===== config.mk =====
export PLATFORM = sky130hd
export DESIGN_NAME = lvds_link_trainer
export DESIGN_NICKNAME = d
export VERILOG_FILES = /design/src/rtl/lvds_link_trainer.sv
export SDC_FILE = /design/constraint.sdc
export NUM_CORES = 1
export LEC_CHECK = 0
export ABC_AREA = 1
export ABC_CLOCK_PERIOD_IN_PS = 1900
export CORE_MARGIN = 3
export CORE_UTILIZATION = 45
export DETAILED_ROUTE_END_ITERATION = 12
export PLACE_DENSITY = 0.77
export SYNTH_ARGS = -nofsm -noshare
export SYNTH_HDL_FRONTEND = slang
export SYNTH_SLANG_ARGS = --single-unit
export TNS_END_PERCENT = 20

===== constraint.sdc =====
create_clock -name i_rx_sclk -period 1.9 [get_ports i_rx_sclk]
set_input_delay 0.38 -clock i_rx_sclk [delete_from_list [all_inputs] [get_ports i_rx_sclk]]
set_output_delay 0.38 -clock i_rx_sclk [all_outputs]
set_load 0.02 [all_outputs]

===== src/rtl/lvds_link_trainer.sv =====
// Word-alignment / link-training controller for the 11-lane DDR LVDS camera receiver.
// Slips the deserializer word boundary until the far-end training word is stable, then holds lock.

module lvds_lane_cmp #(
  parameter int VEC_W = 8
) (
  input  logic [VEC_W-1:0] data_i,
  input  logic [VEC_W-1:0] pat_i,
  output logic             match_o,
  output logic             nz_o
);
  assign match_o = (data_i == pat_i);
  assign nz_o    = |data_i;
endmodule

module lvds_link_trainer #(
  parameter int                DWIDTH        = 88,
  parameter logic [DWIDTH-1:0] CAL_PATTERN   = 88'h005A55FEDCBA9876543210,
  parameter int                SETTLE_CYCLES = 16,
  parameter int                LOCK_COUNT    = 8,
  parameter int                MAX_SLIPS     = 32,
  parameter int                RST_CYCLES    = 8
) (
  input  logic              i_rx_sclk,
  input  logic              rx_drst,
  input  logic              i_enable,
  input  logic              i_retrain,
  input  logic              i_rx_ready,
  input  logic [DWIDTH-1:0] i_rx_data,
  output logic              o_align,
  output logic              o_retrain_rst,
  output logic              o_lock,
  output logic [2:0]        o_state,
  output logic [5:0]        o_slip_cnt,
  output logic [7:0]        o_fail_cnt,
  output logic [7:0]        o_loss_cnt
);
  localparam int VEC_W     = 8;
  localparam int NUM_LANES = DWIDTH / VEC_W;

  localparam logic [7:0] SET_M1  = 8'(SETTLE_CYCLES - 1);
  localparam logic [7:0] LOCK_M1 = 8'(LOCK_COUNT - 1);
  localparam logic [7:0] RST_M1  = 8'(RST_CYCLES - 1);
  localparam logic [5:0] SLIP_MX = 6'(MAX_SLIPS);

  typedef enum logic [2:0] {
    S_IDLE   = 3'd0,
    S_SETTLE = 3'd1,
    S_CHECK  = 3'd2,
    S_LOCKED = 3'd3,
    S_FAIL   = 3'd4
  } state_e;

  // Per-lane byte compare; a full-word match needs every lane, "far end idle" needs none.
  logic [NUM_LANES-1:0][VEC_W-1:0] data_lanes, pat_lanes;
  logic [NUM_LANES-1:0]            lane_match, lane_nz;
  logic                            pat_match, data_nz;

  assign data_lanes = i_rx_data;
  assign pat_lanes  = CAL_PATTERN;

  for (genvar l = 0; l < NUM_LANES; l++) begin : g_lane
    lvds_lane_cmp #(.VEC_W(VEC_W)) u_cmp (
      .data_i  (data_lanes[l]),
      .pat_i   (pat_lanes[l]),
      .match_o (lane_match[l]),
      .nz_o    (lane_nz[l])
    );
  end

  assign pat_match = &lane_match;
  assign data_nz   = |lane_nz;

  state_e     state_q, state_d;
  logic [7:0] settle_q, settle_d;
  logic [7:0] match_q, match_d;
  logic [7:0] rst_cnt_q, rst_cnt_d;
  logic [5:0] slip_q, slip_d;
  logic [7:0] fail_q, fail_d;
  logic [7:0] loss_q, loss_d;
  logic       align_q, align_d;
  logic       lock_q, rrst_q;

  always_comb begin
    state_d   = state_q;
    settle_d  = '0;
    match_d   = '0;
    rst_cnt_d = '0;
    slip_d    = slip_q;
    fail_d    = fail_q;
    loss_d    = loss_q;
    align_d   = 1'b0;
    case (state_q)
      S_IDLE: begin
        if (i_enable && i_rx_ready) begin
          state_d = S_SETTLE;
          slip_d  = '0;
        end
      end
      S_SETTLE: begin
        if (!i_enable || !i_rx_ready || i_retrain) state_d = S_IDLE;
        else if (settle_q == SET_M1)               state_d = S_CHECK;
        else                                       settle_d = settle_q + 8'd1;
      end
      S_CHECK: begin
        if (!i_enable || !i_rx_ready || i_retrain) begin
          state_d = S_IDLE;
        end else if (pat_match) begin
          if (match_q == LOCK_M1) state_d = S_LOCKED;
          else                    match_d = match_q + 8'd1;
        end else if (data_nz) begin
          // Zero words mean the far end is idle: wait rather than slip.
          align_d = 1'b1;
          slip_d  = slip_q + 6'd1;
          if (slip_q + 6'd1 == SLIP_MX) begin
            state_d = S_FAIL;
            fail_d  = (fail_q != 8'hFF) ? fail_q + 8'd1 : fail_q;
          end else begin
            state_d = S_SETTLE;
          end
        end
      end
      S_LOCKED: begin
        if (!i_enable) begin
          state_d = S_IDLE;
        end else if (!i_rx_ready) begin
          state_d = S_IDLE;
          loss_d  = (loss_q != 8'hFF) ? loss_q + 8'd1 : loss_q;
        end else if (i_retrain) begin
          state_d = S_IDLE;
        end
      end
      S_FAIL: begin
        if (rst_cnt_q == RST_M1) state_d = S_IDLE;
        else                     rst_cnt_d = rst_cnt_q + 8'd1;
      end
      default: state_d = S_IDLE;
    endcase
  end

  always_ff @(posedge i_rx_sclk or posedge rx_drst) begin
    if (rx_drst) begin
      state_q   <= S_IDLE;
      settle_q  <= '0;
      match_q   <= '0;
      rst_cnt_q <= '0;
      slip_q    <= '0;
      fail_q    <= '0;
      loss_q    <= '0;
      align_q   <= 1'b0;
      lock_q    <= 1'b0;
      rrst_q    <= 1'b0;
    end else begin
      state_q   <= state_d;
      settle_q  <= settle_d;
      match_q   <= match_d;
      rst_cnt_q <= rst_cnt_d;
      slip_q    <= slip_d;
      fail_q    <= fail_d;
      loss_q    <= loss_d;
      align_q   <= align_d;
      lock_q    <= (state_d == S_LOCKED);
      rrst_q    <= (state_d == S_FAIL);
    end
  end

  assign o_align       = align_q;
  assign o_retrain_rst = rrst_q;
  assign o_lock        = lock_q;
  assign o_state       = state_q;
  assign o_slip_cnt    = slip_q;
  assign o_fail_cnt    = fail_q;
  assign o_loss_cnt    = loss_q;
endmodule

Word-level counts from Yosys, hierarchy flattened
Index checks and enable logic that the tools add are counted.
W data, S select, Z words.
Cells by class
  add/subtract/negate cells: 6
  multiplexer cells: 31
  eq/ne operators: 26
  reductions and logical operators: 13
  bitwise logic cells: 3
Operators by type and width (number)
  $reduce_or A88 Y1: 1
  $mux W8: 9
  $add A8 B1 Y8 const B: 5
  $mux W3: 12
  $eq A8 B7 Y1 const B: 4
  $eq A8 B8 Y1 const B: 4
  $mux W6: 4
  $eq A8 B3 Y1 const B: 2
  $ne A8 B8 Y1 const B: 2
  $pmux W3 S5: 1
  $pmux W6 S2: 1
  $reduce_and A11 Y1: 1
  $eq A3 B2 Y1 const B: 3
  $eq A8 B4 Y1 const B: 1
  $eq A8 B5 Y1 const B: 1
  $eq A8 B6 Y1 const B: 1
  $logic_not A8 Y1: 1
  $ne A2 B2 Y1 const B: 4
  $add A6 B1 Y6 const B: 1
  $eq A3 B3 Y1 const B: 2
  $eq A6 B6 Y1 const B: 1
  $reduce_and A6 Y1: 1
  $reduce_and A5 Y1: 1
  $mux W1: 4
  8 further kinds: 12
Storage, ports and cells
  register bits: 52
  word-level logic and storage cells: 89
  input bits: 93
  output and inout port bits: 28

Depth between registers and ports, before layout
  word-level depth: 8
  depth in mapped cells: 12
  depth with buffers taken out: 12

Cells and area by module
Synthesis repeated with hierarchy kept, for this count alone.
Unflattened totals
  cells, all modules: 857
  area total of the unflattened synthesis: 4757.1 um^2
Modules (own cells, without submodules)
  lvds_link_trainer: seq. area each 1301.2 um^2, cells an instance 340, times used 1, area each 2761.4 um^2
  lvds_lane_cmp: seq. area each 0.0 um^2, cells an instance 47, times used 11, area each 181.4 um^2

Least setup slack after synthesis
Ideal clock, no wire load.
  kind: register -> register
  start point: reg slip_q[0] (netlist: o_slip_cnt[0])
  end point: reg fail_q[2] (netlist: o_fail_cnt[2])
  data required time: 1.778 ns
  stages on the path, launching flop included: 12
  path buffers: 0
  period minus slack after synthesis: 1.828 ns
  arrival: 1.707 ns
  setup time: 0.122 ns
  slack: 0.072 ns
  cell sequence: dfrtp_1 > ha_1 > nand3_1 > xor2_1 > nor2_1 > nand2_1 > nor2_2 > nand2_2 > nor2_4 > nand2_4 > nand2_1 > o21ai_2
Between the ends
  cells in the longest elaborated chain, start to end: 3
RTL lines
  from (decl): line 78  | logic [5:0] slip_q, slip_d;
  from (signal assigned): line 158  | slip_q <= slip_d;
  $add A6 B1 Y6: line 115  | if (slip_q + 6'd1 == SLIP_MX) begin
  $eq A6 B6 Y1: line 115
  $reduce_and A6 Y1 (no line)
  to (signal assigned): line 159  | fail_q <= fail_d;
  to (decl): line 79  | logic [7:0] fail_q, fail_d;
No other way between the ends.
A chain may end at the register's enable or synchronous reset.

Worst setup path after layout
  start point: reg slip_q[1] (netlist: o_slip_cnt[1])
  end point: out o_slip_cnt[1]
RTL lines
  to (decl): line 34  | output logic [5:0] o_slip_cnt,
No word-level cell between the ends.

==> run summary <==
The power per standard cell area is 429 nW/um2. The tightest min-delay check is of the in -> async type. The first-pass GRT wire length is 14.3 mm. The aggregate global routing overflow is 0.

The final routed DRC violation total is 0. The region available for standard cell placement spans ~7000 um2. The setup path with the least slack is of type reg -> out. The Yosys step of the flow raised 0 warnings. The tool flagged a number of max-cap violations equal to 0. Among all stages on the critical path, the largest delay is contributed by sky130_fd_sc_hd__clkdlybuf4s50_1. The switching power came out at 0.514 mW. The number of cells produced by synthesis came out at 470.

The internal power came out at 1.59 mW. The total nets after synthesis came out at 569. In this run, the combinational gates consume 15.5% of the power. The number of inserted diodes came out at 0. The count of nets left with antenna violations after detail routing is 0. The detail-routed via count per cell is around 4.8. The arrival time reported for the critical path endpoint is 1.47 ns. The maximum number of pins on one net before global-route repair is 53. Summed over all cells, the static leakage comes to 2.15 nW.

The sort of element at the start of the critical path is a flip-flop. The site row count is 30. The relative max-transition margin is 71.3%.

The post-cts hold buffer count is 0. The required time at the worst-slack endpoint is 1.52 ns. The worst setup skew after layout is 0.00636 ns. Sequential elements use 39.5% of the synthesized area. Walking the worst path, the cells encountered are buf_4 -> clkdlybuf4s50_1. The worst-case clock buffer depth is 2. The endpoint identified for the worst register-to-register timing path is o_fail_cnt[2]$_DFFE_PP0P_. Of all cell types, the one taking the most synthesized area is sky130_fd_sc_hd__dfrtp_1. The detailed router finished its first iteration with 112 violations. The initial core utilization is between 40% and 50%. The root buffer selected by CTS is sky130_fd_sc_hd__clkbuf_8.

The number of buffers added on ports is 120. The most frequently used flop master after synthesis is sky130_fd_sc_hd__dfrtp_1. The total number of nets in the final design is 713. The routed length per instance came out at 12.1 um.

The post-synthesis instance area came out at 3290 um2. The number of clock buffers inserted by TritonCTS came out at 5. The total cell area at the placement stage came out at around 4700 um2. The number of antenna violations at the first check in global routing is 0. The worst reg-to-reg setup slack came out at 0.11 ns. Setup violations remaining at the end of the flow were counted as 0.

The area share of the largest cell type after synthesis is between 30% and 40%. The most common cell in the synthesized netlist is sky130_fd_sc_hd__nand2_1. The routed design could run at a clock period as short as 1.85 ns.

The startpoint identified for the worst register-to-register timing path is o_slip_cnt[1]$_DFFE_PP0P_. In the synthesized netlist, the cells that appear most often are sky130_fd_sc_hd__nand2_1, sky130_fd_sc_hd__nor2_1, sky130_fd_sc_hd__dfrtp_1. CTS built an H-tree with a depth of 2. The total number of clock tree sinks is 52. The synthesis-stage register bit count came out at 52. In the synthesized netlist the async set-or-reset flop fraction comes to 100%. The number of global-route vias before repair came out at around 3.2k. The number of cells on the worst reg-to-reg path is 11.

The slew of the pin with the lowest slew margin is 0.426 ns. The clock slew at the register clock pins of the worst setup and hold paths came out at 0.10 ns. The half-perimeter wire length after placement is 7.25 mm.

The total wirelength of the detailed-routed design is 8.64 mm. Dividing the final minimum period by the clock period gives 97.2%. In the post-synthesis netlist, the biggest area contributors are sky130_fd_sc_hd__dfrtp_1, sky130_fd_sc_hd__nand2_1, sky130_fd_sc_hd__nor2_1. The relative contribution of sequential cells to total power came out at a little over half. The last weighted congestion value of the routability-driven placer is 0.869. TritonCTS built the clock tree. The post-synthesis mux area share is 0%. The number of filler cells placed in the layout is 591. The total non-filler cell area in the finished layout came out at 4890 um2. The die span in y is 91.5 um. The layout cell share with drive strength beyond 1 came out at between 10% and 20%. The final max-slew violation count came out at 0. The maximum fanout count along the critical path came out at 4.

The power consumption is 2.10 mW. The run finished with clean final reports. The dominant combinational cell family by area after synthesis is simple AND/OR/NAND/NOR gates. The adder and majority cell fraction of the synthesized area is 2.28%. The overall global routing resource usage came out at 20.6%. The maximum achievable frequency came out at 0.541 GHz. The xor-xnor portion of the synthesized cell area came out at roughly 5.5%. The clock reaches the later pin of the worst-skew pair after 0.31 ns. The largest stage delay on the critical path came out at ~0.6 ns. The setup slack of the critical path after layout came out at approximately 0.053 ns. The die covers around 8400 um2.

STA classifies the critical path endpoint as an output pin. The total I/O pin count is 121. After synthesis, the mean cell area works out to 7.01 um2.

The count of cell types in the netlist is 32. Of the total power, the clock network draws 31.6%. The synthesized netlist devotes 42.4% of its cell area to simple gates.

The worst vdd rail ir drop is 0.000360 V. Relative to the synthesized area, the layout overhead comes to 48.5%. The hold violation count in the final report came out at 0. The pre-CTS worst setup slack came out at -0.274 ns. The synthesized netlist devotes 3.50% of its cell area to compound gates. Setup repair after global routing could not meet its margin everywhere. The net switching share of the total power is approximately 24%. The synthesized design contains 0 enable-type register cells. The die is 91.5 um wide. The routed layout has approximately 3.4k vias. The number of optimization iterations in the first detailed-route pass came out at 4.
==> worst max-delay path by stage <==
stage / from / cells after the start / end / slack, ns
after CTS: o_slip_cnt[2]$_DFFE_PP0P_ / 1 / o_slip_cnt[2] / 0.05
after floorplan: o_slip_cnt[0]$_DFFE_PP0P_ / 11 / o_fail_cnt[2]$_DFFE_PP0P_ / 0.07
after detailed placement: i_rx_data[83] / 12 / o_slip_cnt[2]$_DFFE_PP0P_ / -0.27
final: o_slip_cnt[1]$_DFFE_PP0P_ / 2 / o_slip_cnt[1] / 0.05
after global routing: i_rx_data[13] / 14 / o_fail_cnt[2]$_DFFE_PP0P_ / -0.07
after global placement: i_rx_data[4] / 13 / o_slip_cnt[2]$_DFFE_PP0P_ / -0.21
==> worst max-delay path: cells and delay by family (launching register included) <==
kind                   cells  cell delay, ns
DFF                        1            0.43
buffers and inverters      2            0.73
==> layout make-up <==
type,count,area (um2),share of cell area [%]
clock inverter,3,27.5,0.563
multi-input combinational,359,1800,36.8
inverter,58,218,4.45
tap,96,120,2.46
clock buffer,5,68.8,1.41
sequential,52,1300,26.6
timing repair buffer,138,1360,27.7
==> flip-flops by register name, indices dropped and copies added, names as in the netlist, 3 cells and up <==
name        cells
settle_q        8
o_state         3
match_q         8
o_loss_cnt      8
rst_cnt_q       8
o_fail_cnt      8
o_slip_cnt      6
==> per-stage QoR <==
| stage | util [%] | cells | hold WS, ns | setup TNS [ns] |
|---|---|---|---|---|
| after floorplan | - | 470 | 0.433 | 0 |
| after global placement | 68.2 | 700 | 0.442 | -4.06 |
| after detailed placement | 68.2 | 700 | 0.453 | -5.30 |
| after CTS | 69.6 | 708 | 0.440 | 0 |
| after global routing | 70.4 | 711 | 0.466 | -0.542 |
| final | 70.4 | 711 | 0.434 | 0 |
==> placed cells by master, fill, tap and decap left out, types with 2 or more instances in the layout <==
cell | synthesis | layout
sky130_fd_sc_hd__nor4_1 | 3 | 3
sky130_fd_sc_hd__a21oi_1 | 8 | 8
sky130_fd_sc_hd__nor3_2 | 4 | 4
sky130_fd_sc_hd__xnor2_1 | 7 | 7
sky130_fd_sc_hd__clkdlybuf4s50_1 | 0 | 117
sky130_fd_sc_hd__dfrtp_1 | 52 | 52
sky130_fd_sc_hd__inv_1 | 51 | 50
sky130_fd_sc_hd__nand2_1 | 116 | 115
sky130_fd_sc_hd__clkbuf_8 | 0 | 5
sky130_fd_sc_hd__ha_1 | 6 | 5
sky130_fd_sc_hd__nand3_1 | 27 | 26
sky130_fd_sc_hd__nor2_4 | 4 | 4
sky130_fd_sc_hd__xor2_1 | 12 | 12
sky130_fd_sc_hd__dlymetal6s2s_1 | 0 | 3
sky130_fd_sc_hd__nand3_2 | 2 | 3
sky130_fd_sc_hd__nand2_2 | 1 | 2
sky130_fd_sc_hd__buf_4 | 0 | 17
sky130_fd_sc_hd__o21ai_2 | 4 | 3
sky130_fd_sc_hd__nand3b_1 | 3 | 3
sky130_fd_sc_hd__inv_2 | 6 | 7
sky130_fd_sc_hd__nor2_2 | 4 | 9
sky130_fd_sc_hd__nor3_1 | 11 | 11
sky130_fd_sc_hd__nand4_1 | 14 | 14
sky130_fd_sc_hd__or2_1 | 2 | 2
sky130_fd_sc_hd__nor3b_1 | 5 | 5
sky130_fd_sc_hd__nor2_1 | 115 | 110
sky130_fd_sc_hd__o21ai_0 | 4 | 4
==> logic make-up (layout without fill, tap and decap cells) <==
group,after synthesis,count (layout)
AND/OR/NAND/NOR,314,314
buffers and inverters,59,204
adder cells (fa/ha/maj),6,6
XOR/XNOR,20,20
flip-flops,52,52
AO/OA/AOI/OAI,19,19
==> power groups by stage <==
| stage | combinational, mW | sequential [mW] | clock (mW) |
|---|---|---|---|
| 6_report | 0.326 | 1.11 | 0.664 |
| 5_1_grt | 0.357 | 1.11 | 0.727 |
| 4_1_cts | 0.327 | 1.11 | 0.686 |
| 3_5_place_dp | 0.325 | 1.13 | 0 |
| 3_3_place_gp | 0.321 | 1.13 | 0 |
| 2_1_floorplan | 0.0819 | 1.13 | 0 |
==> layer usage <==
metal	routed length, um	vias to the layer above	global-route usage, %
li1	-	1771	-
met1	3830	1526	26.0
met2	4350	71	36.6
met3	346	11	3.73
met4	108	0	3.77
met5	0	-	0
==> timing repair <==
item	in CTS	in global routing
setup endpoints to repair	0	25
resized for setup	0	12
setup buffers	0	3
No activity file was read; power rests on OpenSTA's default activity.
